### src/rtl/kypd_pkg.sv
// Shared types and key-map helpers for the 4x4 Pmod keypad emulator.
package kypd_pkg;

  typedef enum logic [1:0] {IDLE, BOUNCE, HOLD, GAP} state_t;

  localparam logic [3:0] COL0 = 4'b0111;
  localparam logic [3:0] COL1 = 4'b1011;
  localparam logic [3:0] COL2 = 4'b1101;
  localparam logic [3:0] COL3 = 4'b1110;

  typedef struct packed {
    logic [1:0] col;
    logic [1:0] row;
  } cr_t;

  // Both column strobes and row patterns use the same single-zero encoding.
  function automatic logic [3:0] one_zero(input logic [1:0] idx);
    case (idx)
      2'd0:    return COL0;
      2'd1:    return COL1;
      2'd2:    return COL2;
      default: return COL3;
    endcase
  endfunction

  function automatic cr_t key_to_cr(input logic [3:0] code);
    cr_t cr;
    case (code)
      4'h1:    cr = {2'd0, 2'd0};
      4'h4:    cr = {2'd0, 2'd1};
      4'h7:    cr = {2'd0, 2'd2};
      4'h0:    cr = {2'd0, 2'd3};
      4'h2:    cr = {2'd1, 2'd0};
      4'h5:    cr = {2'd1, 2'd1};
      4'h8:    cr = {2'd1, 2'd2};
      4'hF:    cr = {2'd1, 2'd3};
      4'h3:    cr = {2'd2, 2'd0};
      4'h6:    cr = {2'd2, 2'd1};
      4'h9:    cr = {2'd2, 2'd2};
      4'hE:    cr = {2'd2, 2'd3};
      4'hA:    cr = {2'd3, 2'd0};
      4'hB:    cr = {2'd3, 2'd1};
      4'hC:    cr = {2'd3, 2'd2};
      default: cr = {2'd3, 2'd3};
    endcase
    return cr;
  endfunction

endpackage

### src/rtl/key_fifo.sv
// Small synchronous FIFO holding pending key codes; the read word is visible
// combinationally at the head so the FSM can pop and load in one edge.
module key_fifo #(
  parameter int DEPTH = 4,
  parameter int WIDTH = 4
) (
  input  logic             clock,
  input  logic             reset,
  input  logic             push,
  input  logic [WIDTH-1:0] push_data,
  input  logic             pop,
  output logic [WIDTH-1:0] pop_data,
  output logic             full,
  output logic             empty
);

  localparam int AW = $clog2(DEPTH);

  logic [WIDTH-1:0] mem [DEPTH];
  logic [AW:0]      wr_ptr;
  logic [AW:0]      rd_ptr;

  // The extra pointer bit distinguishes full from empty when the indices match.
  assign empty    = (wr_ptr == rd_ptr);
  assign full     = (wr_ptr[AW] != rd_ptr[AW]) && (wr_ptr[AW-1:0] == rd_ptr[AW-1:0]);
  assign pop_data = mem[rd_ptr[AW-1:0]];

  always_ff @(posedge clock or posedge reset) begin
    if (reset) begin
      wr_ptr <= '0;
      rd_ptr <= '0;
    end else begin
      if (push && !full)  wr_ptr <= wr_ptr + 1'b1;
      if (pop  && !empty) rd_ptr <= rd_ptr + 1'b1;
    end
  end

  always_ff @(posedge clock) begin
    if (push && !full) mem[wr_ptr[AW-1:0]] <= push_data;
  end

endmodule

### src/rtl/keypad_emulator.sv
// Press side of the 4x4 Pmod keypad: queues key codes, presses each one for a
// programmed time and answers the decoder's column strobes with row patterns.
module keypad_emulator
  import kypd_pkg::*;
#(
  parameter int HOLD_CYCLES   = 500_000,
  parameter int GAP_CYCLES    = 500_000,
  parameter int BOUNCE_CYCLES = 0,
  parameter int DEPTH         = 4
) (
  input  logic       clock_100Mhz,
  input  logic       reset,
  input  logic [3:0] key_code,
  input  logic       key_valid,
  output logic       key_ready,
  input  logic [3:0] col,
  output logic [3:0] row,
  output logic       pressed,
  output logic       busy
);

  localparam int MAX_HG  = (HOLD_CYCLES > GAP_CYCLES) ? HOLD_CYCLES : GAP_CYCLES;
  localparam int MAX_ALL = (MAX_HG > BOUNCE_CYCLES) ? MAX_HG : BOUNCE_CYCLES;
  localparam int CW      = $clog2(MAX_ALL) + 1;

  localparam logic [CW-1:0] BOUNCE_LAST = CW'((BOUNCE_CYCLES > 0) ? BOUNCE_CYCLES - 1 : 0);
  localparam logic [CW-1:0] HOLD_LAST   = CW'((HOLD_CYCLES   > 0) ? HOLD_CYCLES   - 1 : 0);
  localparam logic [CW-1:0] GAP_LAST    = CW'((GAP_CYCLES    > 0) ? GAP_CYCLES    - 1 : 0);

  state_t        state, state_next;
  logic [CW-1:0] cnt, cnt_next;
  logic          pressed_next;
  logic          pop;
  logic [3:0]    head_key;
  logic [3:0]    active_key;
  logic          full, empty;
  cr_t           key_cr;

  key_fifo #(.DEPTH(DEPTH), .WIDTH(4)) u_fifo (
    .clock     (clock_100Mhz),
    .reset     (reset),
    .push      (key_valid && key_ready),
    .push_data (key_code),
    .pop       (pop),
    .pop_data  (head_key),
    .full      (full),
    .empty     (empty)
  );

  assign key_ready = !full;
  assign busy      = (state != IDLE) || !empty;

  always_ff @(posedge clock_100Mhz or posedge reset) begin
    if (reset) begin
      state      <= IDLE;
      cnt        <= '0;
      pressed    <= 1'b0;
      active_key <= 4'h0;
    end else begin
      state   <= state_next;
      cnt     <= cnt_next;
      pressed <= pressed_next;
      if (pop) active_key <= head_key;
    end
  end

  // pressed is registered from the next state, so it changes on the same edge
  // as the state that defines it.
  always_comb begin
    state_next = state;
    cnt_next   = cnt + 1'b1;
    pop        = 1'b0;
    case (state)
      IDLE: begin
        cnt_next = '0;
        if (!empty) begin
          pop        = 1'b1;
          state_next = (BOUNCE_CYCLES > 0) ? BOUNCE : HOLD;
        end
      end
      BOUNCE: if (cnt == BOUNCE_LAST) begin
        state_next = HOLD;
        cnt_next   = '0;
      end
      HOLD: if (cnt == HOLD_LAST) begin
        state_next = GAP;
        cnt_next   = '0;
      end
      GAP: if (cnt == GAP_LAST) begin
        state_next = IDLE;
        cnt_next   = '0;
      end
      default: begin
        state_next = IDLE;
        cnt_next   = '0;
      end
    endcase
    pressed_next = (state_next == HOLD) || ((state_next == BOUNCE) && !cnt_next[0]);
  end

  assign key_cr = key_to_cr(active_key);

  always_comb begin
    row = 4'b1111;
    if (pressed && (col == one_zero(key_cr.col))) row = one_zero(key_cr.row);
  end

endmodule

### config.mk
export PLATFORM = sky130hd
export DESIGN_NAME = keypad_emulator
export DESIGN_NICKNAME = d
export VERILOG_FILES = /design/src/rtl/kypd_pkg.sv /design/src/rtl/key_fifo.sv /design/src/rtl/keypad_emulator.sv
export SDC_FILE = /design/constraint.sdc
export NUM_CORES = 1
export LEC_CHECK = 0
export ABC_AREA = 1
export ABC_CLOCK_PERIOD_IN_PS = 1370
export BUFFER_PORTS_ARGS = -buffer_cell sky130_fd_sc_hd__buf_2
export CORE_AREA = 4 4 94 96
export CTS_BUF_LIST = sky130_fd_sc_hd__clkbuf_8
export DETAILED_ROUTE_END_ITERATION = 12
export DIE_AREA = 0 0 98 100
export HOLD_SLACK_MARGIN = 0.02
export PLACE_DENSITY_LB_ADDON = 0.3
export SYNTH_ARGS = -nofsm -noshare
export SYNTH_HDL_FRONTEND = slang
export SYNTH_SLANG_ARGS = --single-unit
### constraint.sdc
create_clock -name clock_100Mhz -period 1.37 [get_ports clock_100Mhz]
set_input_delay 0.274 -clock clock_100Mhz [delete_from_list [all_inputs] [get_ports clock_100Mhz]]
set_output_delay 0.274 -clock clock_100Mhz [all_outputs]
set_load 0.1 [all_outputs]
Yosys cells after proc, flatten, opt, wreduce, memory -nomap -nowiden
Memory sizes are Yosys's and may differ from the RTL's. A register that Yosys moved wholly into a read port is not among the register bits.
Cells that the tools add are included.
{"block": "word_totals", "ramBits": 16, "register_bits": 29, "romBits": 64, "memories": 2, "word_cells": 56, "latchBits": 0, "out_inout_bits": 7, "input_bits": 11}
{"memory": "(no name shown)", "depth": 16, "width": 4, "read_ports": 1, "rd_ports_with_merged_regs": 0, "wr": 0, "line_no": "kypd_pkg.sv:28", "source": "case (code)"}
{"memory": "u_fifo.mem", "depth": 4, "width": 4, "read_ports": 1, "rd_ports_with_merged_regs": 1, "wr": 1, "line_no": "key_fifo.sv:19", "source": "logic [WIDTH-1:0] mem [DEPTH];"}
{"block": "classes", "n_addsub": 3, "mul": 0, "n_div": 0, "n_lt_le_gt_ge": 0, "muxes": 15, "n_eq_ne": 14, "shifts": 0, "n_bitwise": 0, "n_reduce_logical": 17}
{"operator": "one-hot mux 20 bit (3 select lines)", "n": 1}
{"operator": "2-to-1 mux 20 bit", "n": 2}
{"operator": "one-hot mux 4 bit (3 select lines)", "n": 2}
{"operator": "adder 20 x 1 -> 20 bit (second input constant)", "n": 1}
{"operator": "equality test 20 x 19 -> 1 bit (second input constant)", "n": 1}
{"operator": "zero test 20 bit", "n": 1}
{"operator": "equality test 2 bit (second input constant)", "n": 5}
{"operator": "equality test 2 x 1 -> 1 bit (second input constant)", "n": 4}
{"operator": "2-to-1 mux 2 bit", "n": 4}
{"operator": "one-hot mux 2 bit (4 select lines)", "n": 1}
{"operator": "adder 3 x 1 -> 3 bit (second input constant)", "n": 2}
{"operator": "logical AND 1 bit", "n": 6}
{"operator": "zero test 2 bit", "n": 3}
{"operator": "equality test 4 bit", "n": 1}
{"operator": "2-to-1 mux 1 bit", "n": 4}
{"operator": "2-to-1 mux 4 bit", "n": 1}
{"operator": "equality test 3 bit", "n": 1}
{"operator": "zero test 1 bit", "n": 3}
{"operator": "equality test 2 bit", "n": 1}
{"operator": "logical OR 1 bit", "n": 2}
{"operator": "nonzero test 2 bit", "n": 1}
{"operator": "OR reduction 2 bit", "n": 1}
{"operator": "!= test 1 bit", "n": 1}

Logic depth before layout (Yosys ltp)
Gate-level depths: netlist of run 1.
{"block": "depth", "ltp_word": 7, "depth_mapped": 12, "mapped_depth_nobuf": 12}

By module
A second synthesis of run 1 with hierarchy kept.
{"block": "hier_totals", "hier_cells": 364, "hier_area_um2": 2917.8}
{"module": "keypad_emulator", "seq_area_each_um2": 675.6, "area_each_um2": 1826.8, "instances": 1, "cells_per_inst": 265}
{"module": "key_fifo", "seq_area_each_um2": 630.6, "area_each_um2": 1091.0, "instances": 1, "cells_per_inst": 99}

Least setup slack after synthesis of run 1
OpenSTA, ideal clock, no wires.
{"block": "synth_path", "kind": "reg-to-output", "from": "register pressed", "to": "output row[0]", "setup_slack_ns": -1.047, "path_stages_with_launch": 4, "path_buffers": 0, "arrival_ns": 2.143, "required_ns": 1.096, "cell_sequence": "dfrtp_1 > nand2_1 > nor2_1 > nand4_1"}
{"block": "synth_between", "elab_chain_len": 2}
{"element": "start: declaration", "line_no": "keypad_emulator.sv:18", "source": "output logic pressed,"}
{"element": "start signal: assignment", "line_no": "keypad_emulator.sv:62", "source": "pressed <= pressed_next;"}
{"element": "logical AND 1 bit", "line_no": "keypad_emulator.sv:105", "source": "if (pressed && (col == one_zero(key_cr.col))) row = one_zero(key_cr.row);"}
{"element": "2-to-1 mux 4 bit", "line_no": "keypad_emulator.sv:105"}
{"element": "end: declaration", "line_no": "keypad_emulator.sv:17", "source": "output logic [3:0] row,"}
No other way between the ends.

Final worst setup path of run 1
{"block": "layout_path", "from": "register active_key[0] (read register of u_fifo.mem)", "to": "output row[0]"}
{"block": "layout_between", "elab_chain_len": 6, "elab_cells_between_ends": 12, "cone_classes": "5 x eq/ne; 3 x mux; 3 x reduce/logical; 1 x memory"}
{"element": "start: declaration", "line_no": "keypad_emulator.sv:35", "source": "logic [3:0] active_key;"}
{"element": "memory (16 x 4 bit) *"}
{"element": "equality test 2 bit (tied with other cells)", "line_no": "kypd_pkg.sv:18", "source": "case (idx)"}
{"element": "one-hot mux 4 bit (3 select lines)", "line_no": "kypd_pkg.sv:18"}
{"element": "equality test 4 bit", "line_no": "keypad_emulator.sv:105"}
{"element": "logical AND 1 bit", "line_no": "keypad_emulator.sv:105"}
{"element": "2-to-1 mux 4 bit *", "line_no": "keypad_emulator.sv:105"}
Every way passes the cells marked *; elsewhere a longest branch is shown, timed or not.

==> impl_summary.log, run 1 <==
INFO  metric flop_to_flop_setup_slack = -0.27 ns
INFO  metric yosys.area.top_type = sky130_fd_sc_hd__dfrtp_1
INFO  metric reg2reg_to = cnt[2]
INFO  metric cts_max_path_buffers = 2
INFO  metric die_w = 98 um
INFO  metric timing.setup.critical_path_class = reg -> out
INFO  metric hold_viol_final = 0
INFO  metric cp-startpoint = active_key[0]
INFO  metric sequential_cell_area = about 0.0013 sq mm
INFO  metric clkLatencyLatePin = roughly 0.31 ns
INFO  metric finalClockSkew = 0.0132 ns
INFO  metric synth_cell_type_count = 33
INFO  metric grt_start_max_net_pins = 34
INFO  metric totalNegativeSetupSlack = -10.71 ns
INFO  metric synth_async_sr_flop_share = about two thirds
INFO  metric htreeDepth = 2
INFO  metric critical_path.max_fanout = 5
INFO  metric beginning_of_the_worst_register_to_register_path = cnt[0]
INFO  metric drc = 0
INFO  metric floorplan.core_area = ~0.0081 sq mm
INFO  metric violated_checks = setup timing
INFO  metric clock_sink_count = just under 50
INFO  metric power.static_leakage = about 1.9 nW
INFO  metric cp.required = between 1 and 1.5 ns
INFO  metric drive_above_1_share = a little under half
INFO  metric rsz0062_at_grt = true
INFO  metric max_cap_violations = 0
INFO  metric setup_slack_after_layout = -0.714 ns
INFO  metric postSynthNetCount = approximately 360
INFO  metric post_synth_design_cell_area = 0.00277 sq mm
INFO  metric insertedDiodeCount = 0
INFO  metric buffer_ports.inserted = 17
INFO  metric period_share = 152%
INFO  metric gp_congestion = a little under 0.9
INFO  metric die_area = 0.00980 sq mm
INFO  metric timing.critical_path.to_type = output pin
INFO  metric run_status = finished with violations
INFO  metric fmax = between 0.4 and 0.5 GHz
INFO  metric ioPinCount = 18
INFO  metric fill_cells = 750
INFO  metric drtAntennaViolNets = 0
INFO  metric fin_hold_ws = approximately 0.18 ns
INFO  metric synth_sequential_area_ratio = 47.2%
INFO  metric synth-main-ff-cell = sky130_fd_sc_hd__dfrtp_1
INFO  metric tritoncts = yes
INFO  metric synth.top_cells.by_area = sky130_fd_sc_hd__dfrtp_1 (30%), sky130_fd_sc_hd__edfxtp_1 (17%), sky130_fd_sc_hd__nand2_1 (8.9%)
INFO  metric initial_core_util = 34.4%
INFO  metric drt-wirelength-per-cell = 13.1 um
INFO  metric r2r.worst_path.cells = 11
INFO  metric cp_data_arrival_time = roughly 1.8 ns
INFO  metric first_global_vias = between 2000 and 3000
INFO  metric grt_util_all_layers = 14.2%
INFO  metric crit_start_category = flip-flop
INFO  metric fp.dieH = around 100 um
INFO  metric multi_input_area = roughly 0.0017 sq mm
INFO  metric drt-pass1-iter-count = 4
INFO  metric yosysWarningCount = 0
INFO  metric synth_enable_flop_cells = 16
INFO  metric syn_inst = approximately 340
INFO  metric post-route-min-period = 2.08 ns
INFO  metric grt_antenna_before_repair = 0
INFO  metric grt_first_pass_wirelength = approximately 11000 um
INFO  metric final_core_util = between 50% and 60%
INFO  metric grt.overflow.total = 0
INFO  metric fp-row-count = 33
INFO  metric synth.top_cell.area_share = 29.8%
INFO  metric totalWireLength = approximately 7100 um
INFO  metric min_path_type = in -> reg
INFO  metric ctsRootBufferMaster = sky130_fd_sc_hd__clkbuf_8
INFO  metric ys_ff_latch = 49
INFO  metric detailroute.via_count = roughly 2600
INFO  metric final-max-slew-violation-count = 0
INFO  metric syn_to_final_growth = 53.2%
INFO  metric finalSetupViolCount = 55
INFO  metric dp_hpwl = around 4700 um
INFO  metric layout.nets = approximately 450
INFO  metric cell_with_the_most_instances_after_synthesis = sky130_fd_sc_hd__nand2_1
INFO  metric worst_ir_drop_vdd = approximately 0.98 mV
INFO  metric slew_headroom = around 71%
INFO  metric worstMarginPinSlew = 0.437 ns
INFO  metric clk_pin_slew_worst_paths = roughly 0.1 ns
INFO  metric cts-buffers-inserted = 5
INFO  metric drt_initial_violations = roughly 150
INFO  metric synth.avg_cell_area = 8.20 sq um
INFO  metric detail_routed_via_count_per_cell = ~4.7
INFO  metric synthTopCellsByCount = sky130_fd_sc_hd__nand2_1 (66), sky130_fd_sc_hd__nor2_1 (58), sky130_fd_sc_hd__inv_1 (43)
INFO  metric min-delay-start = key_code[3]
INFO  metric endpoint_of_the_most_critical_setup_path = row[0]
INFO  metric power_per_cell_area = between 800 and 900 mW/mm^2
worst max-delay path, cell delays in order, from the launching register on:
cell and delay (ns):
sky130_fd_sc_hd__dfrtp_2 0.47, sky130_fd_sc_hd__inv_2 0.10, sky130_fd_sc_hd__nand2_4 0.07, sky130_fd_sc_hd__nand2_4 0.08
sky130_fd_sc_hd__nand2_1 0.05, sky130_fd_sc_hd__nand2_1 0.05, sky130_fd_sc_hd__nand2_1 0.06, sky130_fd_sc_hd__nand2_1 0.08
sky130_fd_sc_hd__nand2_2 0.06, sky130_fd_sc_hd__nor2_4 0.10, sky130_fd_sc_hd__nand4_1 0.17, sky130_fd_sc_hd__buf_12 0.21
area by class of cell:
cell class              instances  area share (%)
inverters                      45            4.01
repair buffers                 94            20.8
multi-input cells             240            38.9
flip-flops and latches         49            30.9
clock buffers                   6            1.95
well taps                     105            3.10
clock inverters                 2           0.383
how the worst min path moves through the flow:
stage | endpoint | slack, ns | cells past startpoint
finish | u_fifo.mem[1][3] | 0.18 | 1
global route | u_fifo.mem[0][3] | 0.16 | 1
CTS | u_fifo.mem[0][3] | 0.17 | 1
detailed placement | cnt[11] | 0.34 | 3
global placement | cnt[11] | 0.35 | 3
floorplan | u_fifo.mem[0][0] | 0.37 | 0
per-layer routing:
| layer | GRT usage [%] | wire [um] | vias up |
|---|---|---|---|
| met2 | 23.8 | 3620 | 44 |
| li1 | - | - | 1284 |
| met4 | 4.79 | 119 | 0 |
| met3 | 2.02 | 159 | 9 |
| met1 | 19.0 | 3200 | 1221 |
| met5 | 0 | 0 | - |
stage by stage:
stage	instances	total power [mW]	worst slack, ns	instance area, sq um
global placement	517	2.57	-0.290	3690
detailed placement	517	2.59	-0.368	3690
global route	541	3.85	-0.852	4240
finish	541	3.65	-0.714	4240
CTS	536	3.60	-0.714	4020
floorplan	338	2.30	-0.803	2920
cells by family after synthesis:
family | count (synthesis) | share of synthesized area, %
AO/OA/AOI/OAI | 35 | 6.96
XOR/XNOR | 14 | 4.43
adder cells (fa/ha/maj) | 7 | 3.16
buffers and inverters | 49 | 7.36
flip-flops | 49 | 47.2
AND/OR/NAND/NOR | 184 | 30.9
cell usage in the layout, fill, tap and decap left out, types with 12 or more instances in the layout:
cell type / netlist / final
sky130_fd_sc_hd__buf_12: 0 / 14
sky130_fd_sc_hd__nand3_1: 18 / 12
sky130_fd_sc_hd__edfxtp_1: 16 / 16
sky130_fd_sc_hd__inv_1: 43 / 33
sky130_fd_sc_hd__nand2_1: 66 / 52
sky130_fd_sc_hd__nor2_4: 3 / 20
sky130_fd_sc_hd__nor2_1: 58 / 34
sky130_fd_sc_hd__buf_4: 1 / 63
sky130_fd_sc_hd__o21ai_0: 14 / 13
sky130_fd_sc_hd__nor2_2: 5 / 12
sky130_fd_sc_hd__dfrtp_1: 33 / 30
where the power goes:
part           leakage [nW]  internal (mW)  switching (mW)
combinational          1.28          0.432           0.560
clock                0.0478          0.417           0.520
sequential            0.563           1.66          0.0573
registers in the layout, indices dropped and copies added, names as in the netlist:
register and count:
cnt 20, u_fifo.mem 16, pressed 1, u_fifo.rd_ptr 3, state 2, u_fifo.wr_ptr 3, active_key 4
repair_timing:
| action | CTS | global route |
|---|---|---|
| pin swaps | 15 | 20 |
| endpoints found under the setup margin | 52 | 55 |
| hold buffers | 1 | 0 |
| buffers inserted | 10 | 8 |
| hold endpoints to repair | 33 | 0 |
| cloned | 2 | 0 |
| resized for setup | 31 | 61 |
(Power assumes the default switching activity.)
==> inputs of run 2 (changes only) <==
--- a/config.mk
+++ b/config.mk
@@ -14,6 +14,8 @@
 export DIE_AREA = 0 0 98 100
 export HOLD_SLACK_MARGIN = 0.02
 export PLACE_DENSITY_LB_ADDON = 0.3
+export SETUP_SLACK_MARGIN = 0.3
+export SKIP_LAST_GASP = 1
 export SYNTH_ARGS = -nofsm -noshare
 export SYNTH_HDL_FRONTEND = slang
 export SYNTH_SLANG_ARGS = --single-unit
==> run 2 against run 1 <==
Net effect:
- the flow still finishes with violations (setup timing)
- via count is 1.5% lower
- first-iteration DRC count is 16% higher
- sequential share of layout area is 0.65 points higher
- critical endpoint is now row[2]
==> impl_summary.log, run 2 (synthesis gave the netlist of run 1 again) <==
INFO  metric run_status = finished with violations (unchanged)
INFO  metric violated_checks = setup timing (unchanged)
INFO  metric cts-buffers-inserted = 5 (unchanged)
INFO  metric min_path_type = in -> reg (unchanged)
INFO  metric flop_to_flop_setup_slack = -0.25 ns (was -0.27 ns)
INFO  metric hold_viol_final = 0 (unchanged)
INFO  metric fp.dieH = 100 um (unchanged)
INFO  metric largest_register_ff_count = 20 (unchanged)
INFO  metric die_area = 0.00980 sq mm (unchanged)
INFO  metric syn_to_final_growth = 50.0% (was 53.2%)
INFO  metric initial_core_util = 34.4% (unchanged)
INFO  metric detail_routed_via_count_per_cell = 4.69 (was 4.73)
INFO  metric layout.nets = 449 (was 453)
INFO  metric worstHoldPathCells = 1 (unchanged)
INFO  metric finalClockSkew = 0.0142 ns (was 0.0132 ns)
INFO  metric finalSetupViolCount = 55 (unchanged)
INFO  metric cts_max_path_buffers = 2 (unchanged)
INFO  metric detailroute.via_count = 2519 (was 2558)
INFO  metric hold_path_endpoint = u_fifo.mem[2][0] (was u_fifo.mem[1][3])
INFO  metric ctsRootBufferMaster = sky130_fd_sc_hd__clkbuf_8 (unchanged)
INFO  metric critical_path.max_fanout = 5 (unchanged)
INFO  metric die_w = 98 um (unchanged)
INFO  metric crit_start_category = flip-flop (unchanged)
INFO  metric clk_pin_slew_worst_paths = 0.11 ns (was 0.10 ns)
INFO  metric reg2reg_to = cnt[14] (was cnt[2])
INFO  metric htreeDepth = 2 (unchanged)
INFO  metric layout_commonest_cell = sky130_fd_sc_hd__buf_4 (unchanged)
INFO  metric cp_data_arrival_time = 1.78 ns (was 1.81 ns)
INFO  metric tritoncts = yes (unchanged)
INFO  metric drc = 0 (unchanged)
INFO  metric grt_util_all_layers = 13.8% (was 14.2%)
INFO  metric timing.setup.critical_path_class = reg -> out (unchanged)
INFO  metric cp.required = 1.10 ns (about the same)
INFO  metric max_cap_violations = 0 (unchanged)
INFO  metric first_global_vias = 2522 (was 2515)
INFO  metric ioPinCount = 18 (unchanged)
INFO  metric worstMarginPinSlew = 0.368 ns (was 0.437 ns)
INFO  metric beginning_of_the_worst_register_to_register_path = cnt[0] (unchanged)
INFO  metric setup_slack_after_layout = -0.686 ns (was -0.714 ns)
INFO  metric slew_headroom = 75.3% (was 70.6%)
INFO  metric gp_congestion = 0.906 (was 0.880)
INFO  metric fill_cells = 752 (was 750)
INFO  metric grt_first_pass_wirelength = 11300 um (was 11500 um)
INFO  metric timing.critical_path.to_type = output pin (unchanged)
INFO  metric largest_register = cnt (unchanged)
INFO  metric worst_ir_drop_vdd = 0.851 mV (was 0.978 mV)
INFO  metric most-common-layout-cells = sky130_fd_sc_hd__buf_4 (61), sky130_fd_sc_hd__nand2_1 (55), sky130_fd_sc_hd__inv_1 (35) (was sky130_fd_sc_hd__buf_4 (63), sky130_fd_sc_hd__nand2_1 (52), sky130_fd_sc_hd__nor2_1 (34))
INFO  metric totalNegativeSetupSlack = -10.24 ns (was -10.71 ns)
INFO  metric power.static_leakage = 1.88 nW (was 1.89 nW)
INFO  metric power_per_cell_area = 918 mW/mm^2 (was 860 mW/mm^2)
INFO  metric rsz0062_at_grt = true (unchanged)
INFO  metric totalWireLength = 6720 um (was 7090 um)
INFO  metric fmax = 0.486 GHz (was 0.480 GHz)
INFO  metric drive_above_1_share = 43.5% (was 46.1%)
INFO  metric insertedDiodeCount = 0 (unchanged)
INFO  metric drt-pass1-iter-count = 4 (unchanged)
INFO  metric final-max-slew-violation-count = 0 (unchanged)
INFO  metric clock_sink_count = 49 (unchanged)
INFO  metric r2r.worst_path.cells = 11 (unchanged)
INFO  metric buffer_ports.inserted = 17 (unchanged)
INFO  metric grt.overflow.total = 0 (unchanged)
INFO  metric placed_cell_area = 0.00371 sq mm (was 0.00369 sq mm)
INFO  metric drt_initial_violations = 178 (was 153)
INFO  metric period_share = 150% (was 152%)
INFO  metric drtAntennaViolNets = 0 (unchanged)
INFO  metric dp_hpwl = 4780 um (was 4750 um)
INFO  metric fin_area = 0.00416 sq mm (was 0.00424 sq mm)
INFO  metric fp-row-count = 33 (unchanged)
INFO  metric drt-wirelength-per-cell = 12.5 um (was 13.1 um)
INFO  metric grt_start_max_net_pins = 34 (unchanged)
INFO  metric grt_antenna_before_repair = 0 (unchanged)
INFO  metric post-route-min-period = 2.06 ns (was 2.08 ns)
INFO  metric min-delay-start = key_code[0] (was key_code[3])
INFO  metric clkLatencyLatePin = 0.31 ns (about the same)
INFO  metric floorplan.core_area = 0.00805 sq mm (unchanged)
[run 2: cell count changes in the layout (fill, tap and decap cells not counted), moves of 2 or more]
cell / before / now
sky130_fd_sc_hd__nand3_1: 12 / 15
sky130_fd_sc_hd__nand2_1: 52 / 55
sky130_fd_sc_hd__nor2_4: 20 / 14
sky130_fd_sc_hd__buf_4: 63 / 61
sky130_fd_sc_hd__nand3_4: 3 / 1
sky130_fd_sc_hd__nor2_2: 12 / 18
sky130_fd_sc_hd__inv_1: 33 / 35
sky130_fd_sc_hd__inv_2: 11 / 8
sky130_fd_sc_hd__buf_6: 6 / 3
sky130_fd_sc_hd__buf_12: 14 / 12
sky130_fd_sc_hd__nand2_4: 6 / 2
[run 2: what timing repair did]
| item | 4_1_cts | 5_1_grt |
|---|---|---|
| pin swaps | 16 | 19 |
| endpoints found under the hold margin | 33 | 0 |
| setup buffers | 5 | 4 |
| hold buffers | 1 | 0 |
| endpoints found under the setup margin | 56 | 56 |
| gates cloned | 1 | 1 |
| resized for setup | 18 | 45 |
[run 2: power by group]
group	leakage, nW	switching [mW]	internal, mW
Sequential	0.563	0.0630	1.66
Combinational	1.26	0.563	0.432
Clock	0.0603	0.533	0.560
[run 2: worst max path at each step]
stage	slack, ns	startpoint	to	cells past startpoint
finish	-0.69	active_key[0]	row[2]	11
floorplan	-0.80	active_key[0]	row[0]	10
global route	-0.82	active_key[0]	row[1]	11
CTS	-0.72	active_key[1]	row[1]	9
detailed placement	-0.39	active_key[1]	row[1]	9
global placement	-0.28	active_key[0]	row[0]	11
[run 2: routing by layer]
layer	global-route usage, %	vias to the layer above	part of all wire [%]
li1	-	1281	-
met1	18.4	1191	45
met2	23.7	39	50
met3	2.29	8	3.0
met4	3.09	0	1.3
met5	0	-	0
[run 2: metrics by stage]
stage | setup WS [ns] | cells | hold slack, ns | power [mW] | util (%)
6_report | -0.686 | 537 | 0.180 | 3.81 | 51.6
5_1_grt | -0.819 | 537 | 0.172 | 4.03 | 51.6
4_1_cts | -0.724 | 532 | 0.178 | 3.76 | 49.2
3_5_place_dp | -0.394 | 517 | 0.338 | 2.59 | 46.0
3_3_place_gp | -0.283 | 517 | 0.347 | 2.57 | 46.0
2_1_floorplan | -0.803 | 338 | 0.373 | 2.32 | -
[run 2: layout make-up]
type                    count  area [sq um]  area share (%)
clock buffers               5          68.8            1.66
clock inverters             3          50.0            1.20
inverters                  45           173            4.16
multi-input cells         240          1560            37.6
flip-flops and latches     49          1310            31.5
well taps                 105           131            3.16
repair buffers             90           860            20.7
[run 2: worst max-delay path, stage by stage, from the launching register on]
cell                      delay (ns)
sky130_fd_sc_hd__dfrtp_2        0.47
sky130_fd_sc_hd__inv_2          0.10
sky130_fd_sc_hd__nand2_2        0.06
sky130_fd_sc_hd__nand2_2        0.08
sky130_fd_sc_hd__nand2_1        0.05
sky130_fd_sc_hd__nand2_1        0.05
sky130_fd_sc_hd__nand2_1        0.06
sky130_fd_sc_hd__nand2_1        0.07
sky130_fd_sc_hd__nand2_2        0.07
sky130_fd_sc_hd__nor2_4         0.10
sky130_fd_sc_hd__nand4_1        0.16
sky130_fd_sc_hd__buf_12         0.21
==> inputs of run 3 (changes only) <==
--- a/config.mk
+++ b/config.mk
@@ -8,14 +8,13 @@
 export ABC_AREA = 1
 export ABC_CLOCK_PERIOD_IN_PS = 1370
 export BUFFER_PORTS_ARGS = -buffer_cell sky130_fd_sc_hd__buf_2
-export CORE_AREA = 4 4 94 96
+export CORE_AREA = 4 4 87 105
 export CTS_BUF_LIST = sky130_fd_sc_hd__clkbuf_8
 export DETAILED_ROUTE_END_ITERATION = 12
-export DIE_AREA = 0 0 98 100
+export DIE_AREA = 0 0 91 109
 export HOLD_SLACK_MARGIN = 0.02
 export PLACE_DENSITY_LB_ADDON = 0.3
 export SETUP_SLACK_MARGIN = 0.3
-export SKIP_LAST_GASP = 1
 export SYNTH_ARGS = -nofsm -noshare
 export SYNTH_HDL_FRONTEND = slang
 export SYNTH_SLANG_ARGS = --single-unit
==> run 3 against run 2 <==
Net effect:
- the run still ends with setup timing left
- sequential share of layout area decreased by 0.085 points
- register-to-register slack got worse by 0.02 ns
- core utilization decreased by 0.22 points
- worst hold slack got worse by 0.15 ns
- routed wire length increased by 5.1%
- combinational power about the same
- fmax decreased by 1.2%
- die area increased by 1.2%
==> impl_summary.log, run 3 (synthesis gave the netlist of run 1 again) <==
INFO  metric crit_start_category = flip-flop (unchanged)
INFO  metric cts_max_path_buffers = 2 (unchanged)
INFO  metric insertedDiodeCount = 0 (unchanged)
INFO  metric grt_antenna_before_repair = 0 (unchanged)
INFO  metric detail_routed_via_count_per_cell = 4.81 (was 4.69)
INFO  metric ctsRootBufferMaster = sky130_fd_sc_hd__clkbuf_8 (unchanged)
INFO  metric fill_cells = 726 (was 752)
INFO  metric power_per_cell_area = 885 mW/mm^2 (was 918 mW/mm^2)
INFO  metric timing.critical_path.cells = inv_2 > nand2_2 > nand2_2 > nand2_1 > nand2_1 > nand2_1 > nand2_1 > nand2_2 > nor2_4 > nand4_1 > buf_12 (unchanged)
INFO  metric grt_util_all_layers = 14.6% (was 13.8%)
INFO  metric cp.required = 1.10 ns (about the same)
INFO  metric initial_core_util = 34.2% (was 34.4%)
INFO  metric detailroute.via_count = 2548 (was 2519)
INFO  metric worstMarginPinSlew = 0.443 ns (was 0.368 ns)
INFO  metric post-route-min-period = 2.08 ns (was 2.06 ns)
INFO  metric cts-buffers-inserted = 5 (unchanged)
INFO  metric critical_path.max_fanout = 5 (unchanged)
INFO  metric rsz0062_at_grt = true (unchanged)
INFO  metric first_global_vias = 2614 (was 2522)
INFO  metric drive_above_1_share = 43.9% (was 43.5%)
INFO  metric cp_data_arrival_time = 1.81 ns (was 1.78 ns)
INFO  metric cp_slowest_stage_delay = 0.47 ns (about the same)
INFO  metric die_w = 91 um (was 98 um)
INFO  metric cts_hold_repair.buffers = 0 (was 1)
INFO  metric largest_register = cnt (unchanged)
INFO  metric power.static_leakage = 1.89 nW (was 1.88 nW)
INFO  metric drc = 0 (unchanged)
INFO  metric fmax = 0.480 GHz (was 0.486 GHz)
INFO  metric min_path_type = in -> async (was in -> reg)
INFO  metric clk_pin_slew_worst_paths = 0.11 ns (about the same)
INFO  metric drt-wirelength-per-cell = 13.3 um (was 12.5 um)
INFO  metric dp_hpwl = 4860 um (was 4780 um)
INFO  metric stdcell_count = 530 (was 537)
INFO  metric timing.critical_path.to_type = output pin (unchanged)
INFO  metric cp_common_cell = sky130_fd_sc_hd__nand2_1 (unchanged)
INFO  metric finalSetupViolCount = 55 (unchanged)
INFO  metric worst_ir_drop_vdd = 0.830 mV (was 0.851 mV)
INFO  metric grt.overflow.total = 0 (unchanged)
INFO  metric drt_initial_violations = 104 (was 178)
INFO  metric hold_viol_final = 0 (unchanged)
INFO  metric gp_congestion = 0.910 (was 0.906)
INFO  metric layout.nets = 452 (was 449)
INFO  metric slew_headroom = 70.4% (was 75.3%)
INFO  metric clock_sink_count = 49 (unchanged)
INFO  metric buffer_ports.inserted = 17 (unchanged)
INFO  metric timing.setup.critical_path_class = reg -> out (unchanged)
INFO  metric max_cap_violations = 0 (unchanged)
INFO  metric grt_start_max_net_pins = 34 (unchanged)
INFO  metric clkLatencyLatePin = 0.32 ns (was 0.31 ns)
INFO  metric largest_register_ff_count = 20 (unchanged)
INFO  metric tritoncts = yes (unchanged)
INFO  metric drtAntennaViolNets = 0 (unchanged)
INFO  metric violated_checks = setup timing (unchanged)
INFO  metric fp.dieH = 109 um (was 100 um)
INFO  metric syn_to_final_growth = 50.4% (was 50.0%)
INFO  metric most-common-layout-cells = sky130_fd_sc_hd__buf_4 (62), sky130_fd_sc_hd__nand2_1 (54), sky130_fd_sc_hd__inv_1 (36) (was sky130_fd_sc_hd__buf_4 (61), sky130_fd_sc_hd__nand2_1 (55), sky130_fd_sc_hd__inv_1 (35))
INFO  metric final-max-slew-violation-count = 0 (unchanged)
INFO  metric finalClockSkew = 0.0176 ns (was 0.0142 ns)
INFO  metric layout_commonest_cell = sky130_fd_sc_hd__buf_4 (unchanged)
INFO  metric fp-row-count = 36 (was 33)
INFO  metric drt-pass1-iter-count = 4 (unchanged)
INFO  metric ioPinCount = 18 (unchanged)
INFO  metric period_share = 152% (was 150%)
INFO  metric fin_hold_ws = 0.0331 ns (was 0.180 ns)
INFO  metric run_status = finished with violations (unchanged)
INFO  metric worst_path_max_delay_cell = sky130_fd_sc_hd__dfrtp_2 (unchanged)
INFO  metric htreeDepth = 2 (unchanged)
INFO  metric setup_slack_after_layout = -0.712 ns (was -0.686 ns)
INFO  metric totalWireLength = 7060 um (was 6720 um)
INFO  metric final_core_util = 51.4% (was 51.6%)
INFO  metric grt_first_pass_wirelength = 11700 um (was 11300 um)
INFO  metric die_area = 0.00992 sq mm (was 0.00980 sq mm)
INFO  metric placed_cells_incl_taps = 510 (was 517)
INFO  metric floorplan.core_area = 0.00811 sq mm (was 0.00805 sq mm)
-- run 3: cell types whose count changed in the layout (fill, tap and decap cells not counted), sizes merged --
cell and delta:
inv +2, dlygate4sd3 -1, buf +4, clkinv -1, bufinv -1
-- run 3: layout make-up --
type                       instances  area, sq um  area share [%]
timing repair buffer              93          895            21.5
clock inverter                     3         26.3           0.631
sequential                        49         1310            31.4
tap                               95          119            2.85
inverter                          45          173            4.14
clock buffer                       5         68.8            1.65
multi-input combinational        240         1580            37.8
-- run 3: report_power, final --
part | internal (mW) | total (mW) | leakage [nW] | switching [mW]
clock | 0.381 | 0.955 | 0.0495 | 0.574
sequential | 1.66 | 1.72 | 0.563 | 0.0589
combinational | 0.434 | 1.01 | 1.28 | 0.577
total | 2.48 | 3.69 | 1.89 | 1.21
-- run 3: critical path: cells and delay by family (launching register included) --
family        cells  cell delay [ns]
simple gates      9             0.73
buf+inv           2             0.29
flops             1             0.47
-- run 3: routing by layer --
layer / share of wire, % / wire length, um / track usage [%] / up-vias
met4: 2.5 / 178 / 5.50 / 0
met3: 2.0 / 140 / 2.55 / 12
met5: 0 / 0 / 0 / -
li1: - / - / - / 1289
met1: 39 / 2760 / 16.1 / 1217
met2: 56 / 3990 / 27.8 / 30
-- run 3: path summary, 6_finish.rpt --
check,start,end,slack [ns],depth (start not counted)
max in group asynchronous,reset,active_key[0],1.00,3
worst min register to register,u_fifo.wr_ptr[2],u_fifo.wr_ptr[2],0.53,1
worst max register to register,cnt[0],cnt[2],-0.27,11
worst min-delay path,reset,cnt[6],0.03,3
worst max-delay path,active_key[0],row[0],-0.71,11
min in group clock_100Mhz,key_code[3],u_fifo.mem[0][3],0.17,1
-- run 3: stage by stage --
stage          setup WS [ns]  power [mW]  cell area, sq um  setup TNS (ns)
2_1_floorplan         -0.803        2.32              2940           -7.68
3_3_place_gp          -0.299        2.57              3720           -5.43
3_5_place_dp          -0.344        2.60              3720           -5.65
4_1_cts               -0.700        3.66              4000           -9.54
5_1_grt               -0.851        3.88              4170          -15.88
6_report              -0.712        3.69              4170          -11.42
-- run 3: repair_timing --
| item | 4_1_cts | 5_1_grt |
|---|---|---|
| resized for setup | 28 | 39 |
| gates cloned | 2 | 1 |
| setup buffers | 6 | 3 |
| endpoints found under the setup margin | 56 | 56 |
| pin swaps | 8 | 12 |
